[src/rtl/pwm_multi.sv]
// Multi-channel PWM: shared prescaler and period counter, double-buffered duty
// per channel with optional triangle fade, per-channel output polarity.
module pwm_multi #(
  parameter int R       = 8,
  parameter int N       = 4,
  parameter int CH_W    = 2,
  parameter int PRESC_W = 16
) (
  input  logic               clk,
  input  logic               reset_n,
  input  logic               en,
  input  logic [PRESC_W-1:0] prescale,
  input  logic [R-1:0]       period,
  input  logic               duty_wr,
  input  logic [CH_W-1:0]    duty_ch,
  input  logic [R-1:0]       duty_data,
  input  logic [N-1:0]       fade_en,
  input  logic [N-1:0]       pol,
  output logic [N-1:0]       pwm_out,
  output logic               period_tick
);

  logic [PRESC_W-1:0] psc_reg;
  logic [R-1:0]       q_reg;
  logic               period_tick_reg;
  logic               tick;
  logic               wrap;

  assign tick        = en && (psc_reg == prescale);
  assign wrap        = tick && (q_reg == period);
  assign period_tick = period_tick_reg;

  // psc beyond a freshly lowered prescale falls back to 0 without a tick;
  // q above a lowered period rolls over naturally, which is not a wrap.
  always_ff @(posedge clk or negedge reset_n) begin
    if (!reset_n) begin
      psc_reg         <= '0;
      q_reg           <= '0;
      period_tick_reg <= 1'b0;
    end else begin
      period_tick_reg <= wrap;
      if (!en) begin
        psc_reg <= '0;
        q_reg   <= '0;
      end else begin
        psc_reg <= (psc_reg >= prescale) ? '0 : psc_reg + 1'b1;
        if (tick)
          q_reg <= (q_reg == period) ? '0 : q_reg + 1'b1;
      end
    end
  end

  genvar gi;
  generate
    for (gi = 0; gi < N; gi++) begin : g_ch
      logic [R-1:0] pending_reg;
      logic [R-1:0] active_reg;
      logic         dir_down_reg;
      logic         out_reg;

      assign pwm_out[gi] = out_reg;

      always_ff @(posedge clk or negedge reset_n) begin
        if (!reset_n) begin
          pending_reg  <= '0;
          active_reg   <= '0;
          dir_down_reg <= 1'b0;
          out_reg      <= 1'b0;
        end else begin
          if (duty_wr && (duty_ch == CH_W'(gi)))
            pending_reg <= duty_data;

          // Shadow only moves at a wrap; fade steps once per period toward/away from the peak.
          if (wrap) begin
            if (!fade_en[gi]) begin
              active_reg   <= pending_reg;
              dir_down_reg <= 1'b0;
            end else if (!dir_down_reg) begin
              if (active_reg >= pending_reg) begin
                active_reg   <= pending_reg;
                dir_down_reg <= 1'b1;
              end else begin
                active_reg <= active_reg + 1'b1;
              end
            end else if (active_reg == '0) begin
              dir_down_reg <= 1'b0;
            end else begin
              active_reg <= active_reg - 1'b1;
            end
          end

          out_reg <= en ? ((q_reg < active_reg) ^ pol[gi]) : pol[gi];
        end
      end
    end
  endgenerate

endmodule

[config.mk]
export PLATFORM = sky130hd
export DESIGN_NAME = pwm_multi
export DESIGN_NICKNAME = d
export VERILOG_FILES = /design/src/rtl/pwm_multi.sv
export SDC_FILE = /design/constraint.sdc
export NUM_CORES = 1
export LEC_CHECK = 0
export BUFFER_PORTS_ARGS = -buffer_cell sky130_fd_sc_hd__buf_2
export CAP_MARGIN = 20
export CORE_MARGIN = 1.5
export CORE_UTILIZATION = 65
export DETAILED_ROUTE_END_ITERATION = 10
export PLACE_DENSITY = 0.85
export SYNTH_ARGS = -nofsm -noshare
export SYNTH_HDL_FRONTEND = slang
export SYNTH_SLANG_ARGS = --single-unit
[constraint.sdc]
create_clock -name clk -period 4.1 [get_ports clk]
set_input_delay 0.615 -clock clk [delete_from_list [all_inputs] [get_ports clk]]
set_output_delay 0.615 -clock clk [all_outputs]
set_load 0.05 [all_outputs]
# --- Word level (Yosys, flattened, before mapping) ---
# Index checks and enable logic that the tools add are counted.
classes:
  reduce_logical: 15
  n_mux: 41
  magnitude_cmp: 9
  bitwise: 4
  n_eq_ne: 10
  addsub: 10
op_table:
  columns: ["operator", "n"]
  rows:
  - ["8-bit 2-to-1 mux", 19]
  - ["8-bit by 1-bit adder with 8-bit output, second input constant", 5]
  - ["8-bit >= comparator", 4]
  - ["8-bit logical NOT", 4]
  - ["8-bit less-than comparator", 4]
  - ["16-bit 2-to-1 mux", 2]
  - ["8-bit by 1-bit subtractor with 8-bit output, second input constant", 4]
  - ["1-bit 2-to-1 mux", 20]
  - ["16-bit by 1-bit adder with 16-bit output, second input constant", 1]
  - ["16-bit == test", 1]
  - ["16-bit >= comparator", 1]
  - ["3-bit inequality test, second input constant", 4]
  - ["8-bit == test", 1]
  - ["2-bit AND reduction", 4]
  - ["1-bit logical AND", 6]
  - ["2-bit == test, second input constant", 2]
  - ["1-bit bitwise XOR", 4]
  - ["2-bit by 1-bit == test with 1-bit output, second input constant", 1]
  - ["2-bit logical NOT", 1]
  - ["2-bit by 1-bit inequality test with 1-bit output, second input constant", 1]
totals:
  input_bits: 46
  out_inout_bits: 5
  regBits: 97
  word_cells: 108

# --- Longest topological paths before layout ---
# Gate-level depths: netlist (run 1).
logic_depth:
  ltp_word: 4
  ltp_mapped: 10
  ltp_nobuf: 9

# --- Worst setup path after synthesis (run 1) ---
# OpenSTA, ideal clock, no wires.
synth_timing:
  path_type: "flip-flop to flip-flop"
  from: "register g_ch[1].active_reg[0]"
  to: "register g_ch[1].active_reg[1]"
  arrival_ps: 2377
  setup_ps: 120
  n_path_buf: 1
  setup_slack_ps: 1602
  t_required_ps: 3980
  period_less_slack_ps: 2498
  stages_incl_launch_ff: 11
  path_cell_list: "dfrtp_1 > clkbuf_1 > inv_1 > ha_1 > nand2b_1 > a211oi_1 > o21bai_1 > a21oi_2 > a21oi_1 > o32a_1 > a31o_2"
synth_between:
  elab_chain_len: 4
  elab_cells_between_ends: 10
  classes_between: "add/sub (2); order compare (1); eq/ne (1); mux (4); reduce/logical (2)"
synth_rtl:
  columns: ["item", "line", "source"]
  rows:
  - ["start: declaration", "57", "logic [R-1:0] active_reg;"]
  - ["start signal: assignment", "76", "active_reg <= pending_reg;"]
  - ["start signal: assignment", "80", "active_reg <= pending_reg;"]
  - ["start signal: assignment", "83", "active_reg <= active_reg + 1'b1;"]
  - ["8-bit by 1-bit adder with 8-bit output, or another cell as far along", "83", null]
  - ["8-bit 2-to-1 mux (on tied branches)", "79, 85", null]
  - ["8-bit 2-to-1 mux", "78", "end else if (!dir_down_reg) begin"]
  - ["8-bit 2-to-1 mux", "75", "if (!fade_en[gi]) begin"]
# Several ways; a longest one is shown, not always the timed one. The select of a mux whose other input is x is not followed.
# A chain may end at the register's enable or synchronous reset.

# --- Worst setup path in the final report (run 1) ---
layout_timing:
  from: "register g_ch[1].active_reg[0]"
  to: "register g_ch[1].active_reg[0]"
# Same word-level chain as after synthesis.

==> out/results.ini, run 1 <==
[outcome]
status=completed

[critical_path]
cp-start-kind=flop
critical_path.max_stage_delay_ns=0.56
end_kind=flop
crit_fanout=10
worstSetupPathType=flop to flop
crit_slowest_cell=dfrtp_1
crit_chain=inv_1 > ha_1 > nand2b_1 > a211oi_1 > o21bai_1 > a21oi_2 > o21ai_0 > a311o_1
arrival_ns=3.26
critPathRequiredTime_ns=4.35

[die]
core_area_um2=11400
die_h_um=111
dieArea_um2=12300
io_pins=51
fp-row-count=39
initial_core_util_pct=66.3
die-width_um=111

[synthesis]
synth.top_cells.by_count=dfrtp_1, ha_1, inv_1
netlist_top_cells_area=dfrtp_1, ha_1, inv_1
synth.net_count=991
yosys.cell_count.top_type=dfrtp_1
ys_types=78
syn_area_per_cell_um2=8.82
synth_top_area_cell=dfrtp_1
synth_ff_type=dfrtp_1
synth_cells=855
ys_warn_count=0
synth-edff-count=0
synth_area_um2=7540
synthDominantCellAreaShare_pct=32.2
async_flop_share_pct=100
yosysSeqAreaShare_pct=32.2
ys_ff_latch=97

[grt]
gr-total-overflow=0
grt_max_degree=73
grt_pass1_wl_um=31500
grt_pass1_vias=6478
antenna_found_initial=0
grt_usage_pct=31.8

[timing]
finalCritPeriodShare_pct=73.5
final_max_slew_viol_count=0
hold_viol=0
setup_slack_ns=1.09
tightest_slew_ns=0.909
finClkSkew_ns=0.0102
period_needed_ns=3.01
slew_headroom_pct=39.4
setup-tns-final_ns=0
setup_viol=0
rsz0062_at_grt=false
fmax_mhz=332

[placed_design]
place_hpwl_um=14100
port-buffer-count=50
pre_cts_ws_ns=1.08
routabilityCongestion=0.947

[clocking]
numCtsBuffers=9
ctsHoldBuffers=0
postCtsResizedCells=0
clk_path_buf_depth=2
post-cts-setup-buffers=0
cts-root-buf=clkbuf_16
insertion_delay_ns=0.36
cts_tree=yes
clk_pin_slew_ns=0.07
cts_max_level=3
cts_sinks=97

[cells_and_area]
diodes=0
drive_gt1_share_pct=13.6
final_nets=1031
areaGrowthSynthToFinish_pct=8.99

[routing]
drt_iter0_markers=677
postRouteAntennaNets=0
finalWirelength_um=19100
drt_pass1_iterations=5
num_vias=6775
vias_per_cell=6.50
avgRoutedWirePerCell_um=18.4
drcViolationCount=0

[pwr]
cellPowerDensity_nw_per_um2=299
ir_drop_uv=307
power.leakage_nw=4.08
finalPower_mw=2.46

[job]
cap_violations=0

[hold_path]
hold_class=input port to async pin

-- placed cells by master (no fill, tap or decap), types with 4 or more instances in the layout --
| cell type | instances |
|---|---|
| o21ai_0 | 57 |
| nor4_1 | 10 |
| nor2b_1 | 7 |
| o21ai_1 | 5 |
| o21a_1 | 5 |
| a221o_1 | 4 |
| a211o_1 | 5 |
| a21o_1 | 20 |
| nand4_1 | 9 |
| a32oi_1 | 4 |
| o22ai_1 | 4 |
| o31ai_1 | 5 |
| xnor2_1 | 22 |
| nand2_1 | 65 |
| nor3_1 | 18 |
| o211ai_1 | 5 |
| buf_4 | 7 |
| a221oi_1 | 11 |
| mux2_2 | 27 |
| a22o_1 | 4 |
| buf_2 | 49 |
| a21oi_1 | 43 |
| a211oi_1 | 12 |
| inv_1 | 86 |
| and3_1 | 19 |
| ha_1 | 90 |
| nor2_1 | 61 |
| clkbuf_16 | 9 |
| dfrtp_1 | 97 |
| or3_1 | 4 |
| nand2b_1 | 11 |
| a31oi_1 | 7 |
| xor2_1 | 19 |
| nand3_1 | 30 |
-- report_power, final --
part           switching, mW  internal [mW]
registers             0.0606           1.02
logic                  0.250          0.173
clock network          0.384          0.566
-- routing by layer --
layer / track usage, % / up-vias / wire length [µm]
met5: 0 / - / 0
met4: 13.0 / 0 / 522
met3: 4.54 / 49 / 1190
met2: 51.7 / 273 / 9090
met1: 42.9 / 3285 / 8350
li1: - / 3168 / -
-- path summary, 6_finish.rpt --
kind	from	endpoint	slack, ns	cells after the start
min in group clk	pol[1]	g_ch[1].out_reg$_DFF_PN0_	0.43	2
max in group asynchronous	reset_n	g_ch[2].pending_reg[4]$_DFFE_PN0P_	2.82	2
worst min-delay path	reset_n	psc_reg[14]$_DFF_PN0_	0.39	1
worst max register to register	g_ch[1].active_reg[0]$_DFFE_PN0P_	g_ch[1].active_reg[0]$_DFFE_PN0P_	1.09	8
worst max-delay path	g_ch[1].active_reg[0]$_DFFE_PN0P_	g_ch[1].active_reg[0]$_DFFE_PN0P_	1.09	8
worst min register to register	g_ch[2].pending_reg[7]$_DFFE_PN0P_	g_ch[2].pending_reg[7]$_DFFE_PN0P_	0.51	1
-- through the flow --
stage / hold WS (ns) / utilization (%) / instances / cell area [µm²]
after floorplan: 0.319 / - / 855 / 7540
after global placement: 0.491 / 69.4 / 1027 / 7890
after detailed placement: 0.499 / 69.4 / 1027 / 7890
after CTS: 0.432 / 72.3 / 1043 / 8220
after global routing: 0.445 / 72.3 / 1043 / 8220
final: 0.391 / 72.3 / 1043 / 8220
-- cell type report --
| class | instances | area [µm²] |
|---|---|---|
| Clock buffer | 11 | 253 |
| Tap cell | 143 | 179 |
| Multi-Input combinational cell | 643 | 4660 |
| Clock inverter | 5 | 77.6 |
| Sequential cell | 97 | 2430 |
| Inverter | 88 | 330 |
| Fill cell | 863 | 3150 |
| Timing Repair Buffer | 56 | 298 |
-- worst max-delay path, delay by kind of cell, from the launching register on --
kind / cells / cell delay [ns]
AND/OR/NAND/NOR: 1 / 0.14
buffers and inverters: 1 / 0.18
adder cells (fa/ha/maj): 1 / 0.30
flip-flops: 1 / 0.56
AO/OA/AOI/OAI: 5 / 1.71
-- cell families (layout without fill, tap and decap cells) --
logic type	count (synthesis)	count (layout)	synth area share (%)
DFF	97	97	32.2
muxes	29	29	4.30
AOI/OAI and AO/OA	229	229	20.8
adders and majority gates	90	90	14.9
and+or+nand+nor	254	254	17.0
buffers and inverters	115	160	6.09
xor gates and xnor gates	41	41	4.76
(Power assumes the default switching activity.)
==> inputs of run 2 (changes only) <==
Settings changed: CORE_UTILIZATION 65 to 56, PLACE_DENSITY 0.85 to 0.78.
Clock period 4.1 ns to 2.57 ns, I/O delays scaled along.
==> out/results.ini, run 2 (same netlist as run 1, synthesis figures left out) <==
[die]
die-width_um=119
dieArea_um2=14200
core_area_um2=13200
initial_core_util_pct=57.2
io_pins=51
fp-row-count=42
die_h_um=119

[cells_and_area]
fillers=1089
final_nets=1080
fin_util_pct=65.6
final_cell_mix=dfrtp_1, ha_1, inv_1
areaGrowthSynthToFinish_pct=14.7
diodes=0
final_cell_count_no_fill=1125
final_common_cell=dfrtp_1
drive_gt1_share_pct=18.3

[timing]
setup_viol=0
period_needed_ns=2.48
setup_slack_ns=0.0922
setup-tns-final_ns=0
fmax_mhz=404
finalCritPeriodShare_pct=96.4
slew_headroom_pct=50.9
finClkSkew_ns=0.0116
hold_viol=0
final_max_slew_viol_count=0
tightest_slew_ns=0.737

[grt]
grt_pass1_vias=6460
antenna_found_initial=0
gr-total-overflow=0
grt_max_degree=51
grt_usage_pct=28.0
grt_pass1_wl_um=31700

[routing]
drcViolationCount=0
drt_pass1_iterations=5
drt_iter0_markers=662
finalWirelength_um=19400
postRouteAntennaNets=0
vias_per_cell=6.14
num_vias=6907
avgRoutedWirePerCell_um=17.3

[critical_path]
crit_chain=inv_1 > ha_1 > a211oi_1 > o21ai_1 > a211oi_2 > clkdlybuf4s15_2 > a311oi_1 > or4_1 > o211ai_2
critical_path.max_stage_delay_ns=0.44
cp-start-kind=flop
r2r-start=g_ch[2].pending_reg[2]$_DFFE_PN0P_
crit_slowest_cell=or4_1
worstSetupPathType=flop to flop
arrival_ns=2.76
reg2reg_setup_slack_ns=0.09
crit_buf_inv=2
critPathTopFamily=compound AO/OA/AOI/OAI gates
rr_worst_depth=9
end_kind=flop
r2r_end=g_ch[2].active_reg[5]$_DFFE_PN0P_
critPathRequiredTime_ns=2.86
crit_fanout=5

[clocking]
cts-root-buf=clkbuf_16
cts_tree=yes
clk_pin_slew_ns=0.08
numCtsBuffers=9
cts_max_level=3
insertion_delay_ns=0.36
clk_path_buf_depth=2
cts_sinks=97

[hold_path]
hold_class=input port to flop
holdPathStages=2
worstHoldStart=pol[2]
hold_path_end=g_ch[2].out_reg$_DFF_PN0_

[placed_design]
place_hpwl_um=14100
routabilityCongestion=0.911
placed_cells=1102
pre_cts_ws_ns=0.000159
port-buffer-count=50

[job]
cap_violations=0

[pwr]
finalPower_mw=3.90
cellPowerDensity_nw_per_um2=450
ir_drop_uv=331
power.leakage_nw=4.33

[outcome]
status=completed

## run 2: what timing repair did
action,in CTS,in global routing
gates resized for setup,0,8
hold endpoints to repair,27,0
buffers inserted,0,5
hold buffers,1,0
endpoints found under the setup margin,0,10
## run 2: through the flow
step,hold slack [ns],instance area [µm²]
6_report,0.202,8660
5_1_grt,0.199,8660
4_1_cts,0.201,8570
3_5_place_dp,0.342,8260
3_3_place_gp,0.351,8260
2_1_floorplan,0.0899,7540
## run 2: layout make-up
type                            count  area, µm²  share of cell area [%]
Timing Repair Buffer              105        684                    7.91
Tap cell                          176        220                    2.54
Clock inverter                      6       65.1                   0.752
Sequential cell                    97       2430                    28.0
Multi-Input combinational cell    643       4680                    54.1
Inverter                           88        335                    3.87
Clock buffer                       10        239                    2.76
## run 2: worst max-delay path by stage
| stage | from | end | slack (ns) | cells past startpoint |
|---|---|---|---|---|
| floorplan | g_ch[1].active_reg[0]$_DFFE_PN0P_ | g_ch[1].active_reg[1]$_DFFE_PN0P_ | 0.07 | 10 |
| global placement | prescale[14] | g_ch[2].active_reg[5]$_DFFE_PN0P_ | 0.07 | 10 |
| detailed placement | prescale[13] | g_ch[2].active_reg[5]$_DFFE_PN0P_ | 0.0002 | 10 |
| CTS | g_ch[2].pending_reg[2]$_DFFE_PN0P_ | g_ch[2].active_reg[0]$_DFFE_PN0P_ | 0.06 | 9 |
| global route | g_ch[2].pending_reg[2]$_DFFE_PN0P_ | g_ch[2].active_reg[5]$_DFFE_PN0P_ | -0.004 | 9 |
| finish | g_ch[2].pending_reg[2]$_DFFE_PN0P_ | g_ch[2].active_reg[5]$_DFFE_PN0P_ | 0.09 | 9 |
## run 2: per-layer routing
layer  vias to the layer above  share of wire [%]  global-route usage [%]
li1                       3272                  -                       -
met1                      3289                 43                    38.1
met2                       300                 47                    45.1
met3                        46                6.8                    3.69
met4                         0                2.9                    11.8
met5                         -                  0                       0
## run 2: report_power, final
part / total, mW / switching [mW] / internal [mW]
Clock: 1.41 / 0.627 / 0.783
Combinational: 0.767 / 0.427 / 0.339
Sequential: 1.72 / 0.0889 / 1.63
==> inputs of run 3 (changes only) <==
Settings changed: BUFFER_PORTS_ARGS -buffer_cell sky130_fd_sc_hd__buf_2 to unset, CORE_UTILIZATION 56 to 59, DONT_BUFFER_PORTS set to 1, SETUP_SLACK_MARGIN set to 0.5.
==> out/results.ini, run 3 (same netlist as run 1, synthesis figures left out) <==
[cells_and_area]
final_cell_mix=buf_4, dfrtp_1, ha_1
final_area_um2=9950
final_nets=1119
drive_gt1_share_pct=34.8
fillers=678
final_cell_count_no_fill=1160
final_common_cell=buf_4
diodes=0
areaGrowthSynthToFinish_pct=31.9

[grt]
grt_max_degree=98
met2_usage_pct=56.2
grt-busiest-layer=met2
antenna_found_initial=0
gr-total-overflow=0
grt_usage_pct=34.9
grt_pass1_vias=7248
grt_use_met3_pct=5.70
grt_pass1_wl_um=36400
use_met1_pct=44.4

[timing]
rsz0062_at_grt=true
slew_headroom_pct=46.6
fin_hold_ws_ns=-0.290
fmax_mhz=406
final_max_slew_viol_count=0
setup-tns-final_ns=0
period_needed_ns=2.46
finalCritPeriodShare_pct=95.8
setup_viol=0
finClkSkew_ns=0.0137
setup_slack_ns=0.109
hold_viol=97
tightest_slew_ns=0.801

[clocking]
clk_pin_slew_ns=0.08
numCtsBuffers=9
insertion_delay_ns=0.37
cts_tree=yes
cts-root-buf=clkbuf_16
cts_sinks=97
clk_path_buf_depth=2
cts_max_level=3

[routing]
finalWirelength_um=26100
drcViolationCount=0
postRouteAntennaNets=0
drt_iter0_markers=914
vias_per_cell=6.80
num_vias=7883
avgRoutedWirePerCell_um=22.5
drt_pass1_iterations=6

[pwr]
finalPower_mw=4.09
cellPowerDensity_nw_per_um2=411
ir_drop_uv=376
power.leakage_nw=4.68

[die]
io_pins=51
die_h_um=116
fp-row-count=41
die-width_um=116
dieArea_um2=13500
core_area_um2=12600
initial_core_util_pct=60.0

[critical_path]
worstSetupPathType=flop to flop
cp-start-kind=flop
critical_path.max_stage_delay_ns=0.67
crit_fanout=7
crit_slowest_cell=nor4_1
crit_chain=buf_4 > nor4_1 > nand4_1 > nor2_1 > nor2_2 > o21ai_0 > o22ai_1
end_kind=flop
arrival_ns=2.70
critPathRequiredTime_ns=2.81

[job]
cap_violations=0

[hold_path]
hold_class=input port to async pin

[placed_design]
pre_cts_ws_ns=0.141
routabilityCongestion=0.920
dpl_cell_area_um2=7960
place_hpwl_um=14600
placed_cells=1034
port-buffer-count=0

[outcome]
violations=negative hold slack
status=complete, but fails checks

-- run 3: cell count changes in the layout (fill, tap and decap cells not counted), moves of 13 or more --
cell	previous run	this run
inv_1	86	73
nor2_2	0	15
buf_2	49	0
buf_4	53	106
nor2_1	61	37
buf_6	0	33
o21ai_0	56	32
-- run 3: timing repair --
action,in CTS,in global routing
pin swaps,61,34
hold endpoints to repair,97,97
setup buffers,67,41
setup endpoints to repair,54,63
cloned,2,0
gates resized for setup,117,106
-- run 3: final cells by class --
| type | instances | area, µm² | share of cell area, % |
|---|---|---|---|
| clock buffers | 10 | 239 | 2.40 |
| clock inverters | 6 | 50.0 | 0.503 |
| inverters | 88 | 355 | 3.57 |
| multi-input cells | 644 | 5410 | 54.3 |
| flip-flops and latches | 97 | 2440 | 24.5 |
| well taps | 172 | 215 | 2.16 |
| repair buffers | 143 | 1240 | 12.5 |
-- run 3: path summary, 6_finish.rpt --
path / slack (ns) / start / depth (start not counted) / end
worst max-delay path: 0.11 / g_ch[3].active_reg[4]$_DFFE_PN0P_ / 7 / g_ch[3].active_reg[7]$_DFFE_PN0P_
worst min-delay path: -0.29 / reset_n / 0 / psc_reg[15]$_DFF_PN0_
worst max register to register: 0.11 / g_ch[3].active_reg[4]$_DFFE_PN0P_ / 7 / g_ch[3].active_reg[7]$_DFFE_PN0P_
worst min register to register: 0.51 / g_ch[2].pending_reg[7]$_DFFE_PN0P_ / 1 / g_ch[2].pending_reg[7]$_DFFE_PN0P_
max in group asynchronous: 2.62 / reset_n / 0 / g_ch[2].active_reg[1]$_DFFE_PN0P_
min in group clk: 0.10 / pol[3] / 1 / g_ch[3].out_reg$_DFF_PN0_
-- run 3: worst max-delay path: cells and delay by family (launching register included) --
family	cells	cell delay (ns)
AOI/OAI and AO/OA	2	0.26
buffers and inverters	1	0.19
DFF	1	0.44
and+or+nand+nor	4	1.44
-- run 3: layer usage --
layer	share of wire [%]	up-vias
met2	48	596
met3	9.1	161
met5	0	-
li1	-	3355
met1	38	3771
met4	5.7	0
-- run 3: where the power goes --
part	internal (mW)	total (mW)	switching (mW)
registers	1.63	1.75	0.116
clock network	0.696	1.36	0.665
logic	0.490	0.985	0.495
-- run 3: per-stage QoR --
step                util, %  hold slack [ns]
finish                 79.2           -0.290
global placement       63.3           0.0927
detailed placement     63.3           0.0928
CTS                    73.8           -0.291
global route           79.2           -0.298
floorplan                 -           0.0899
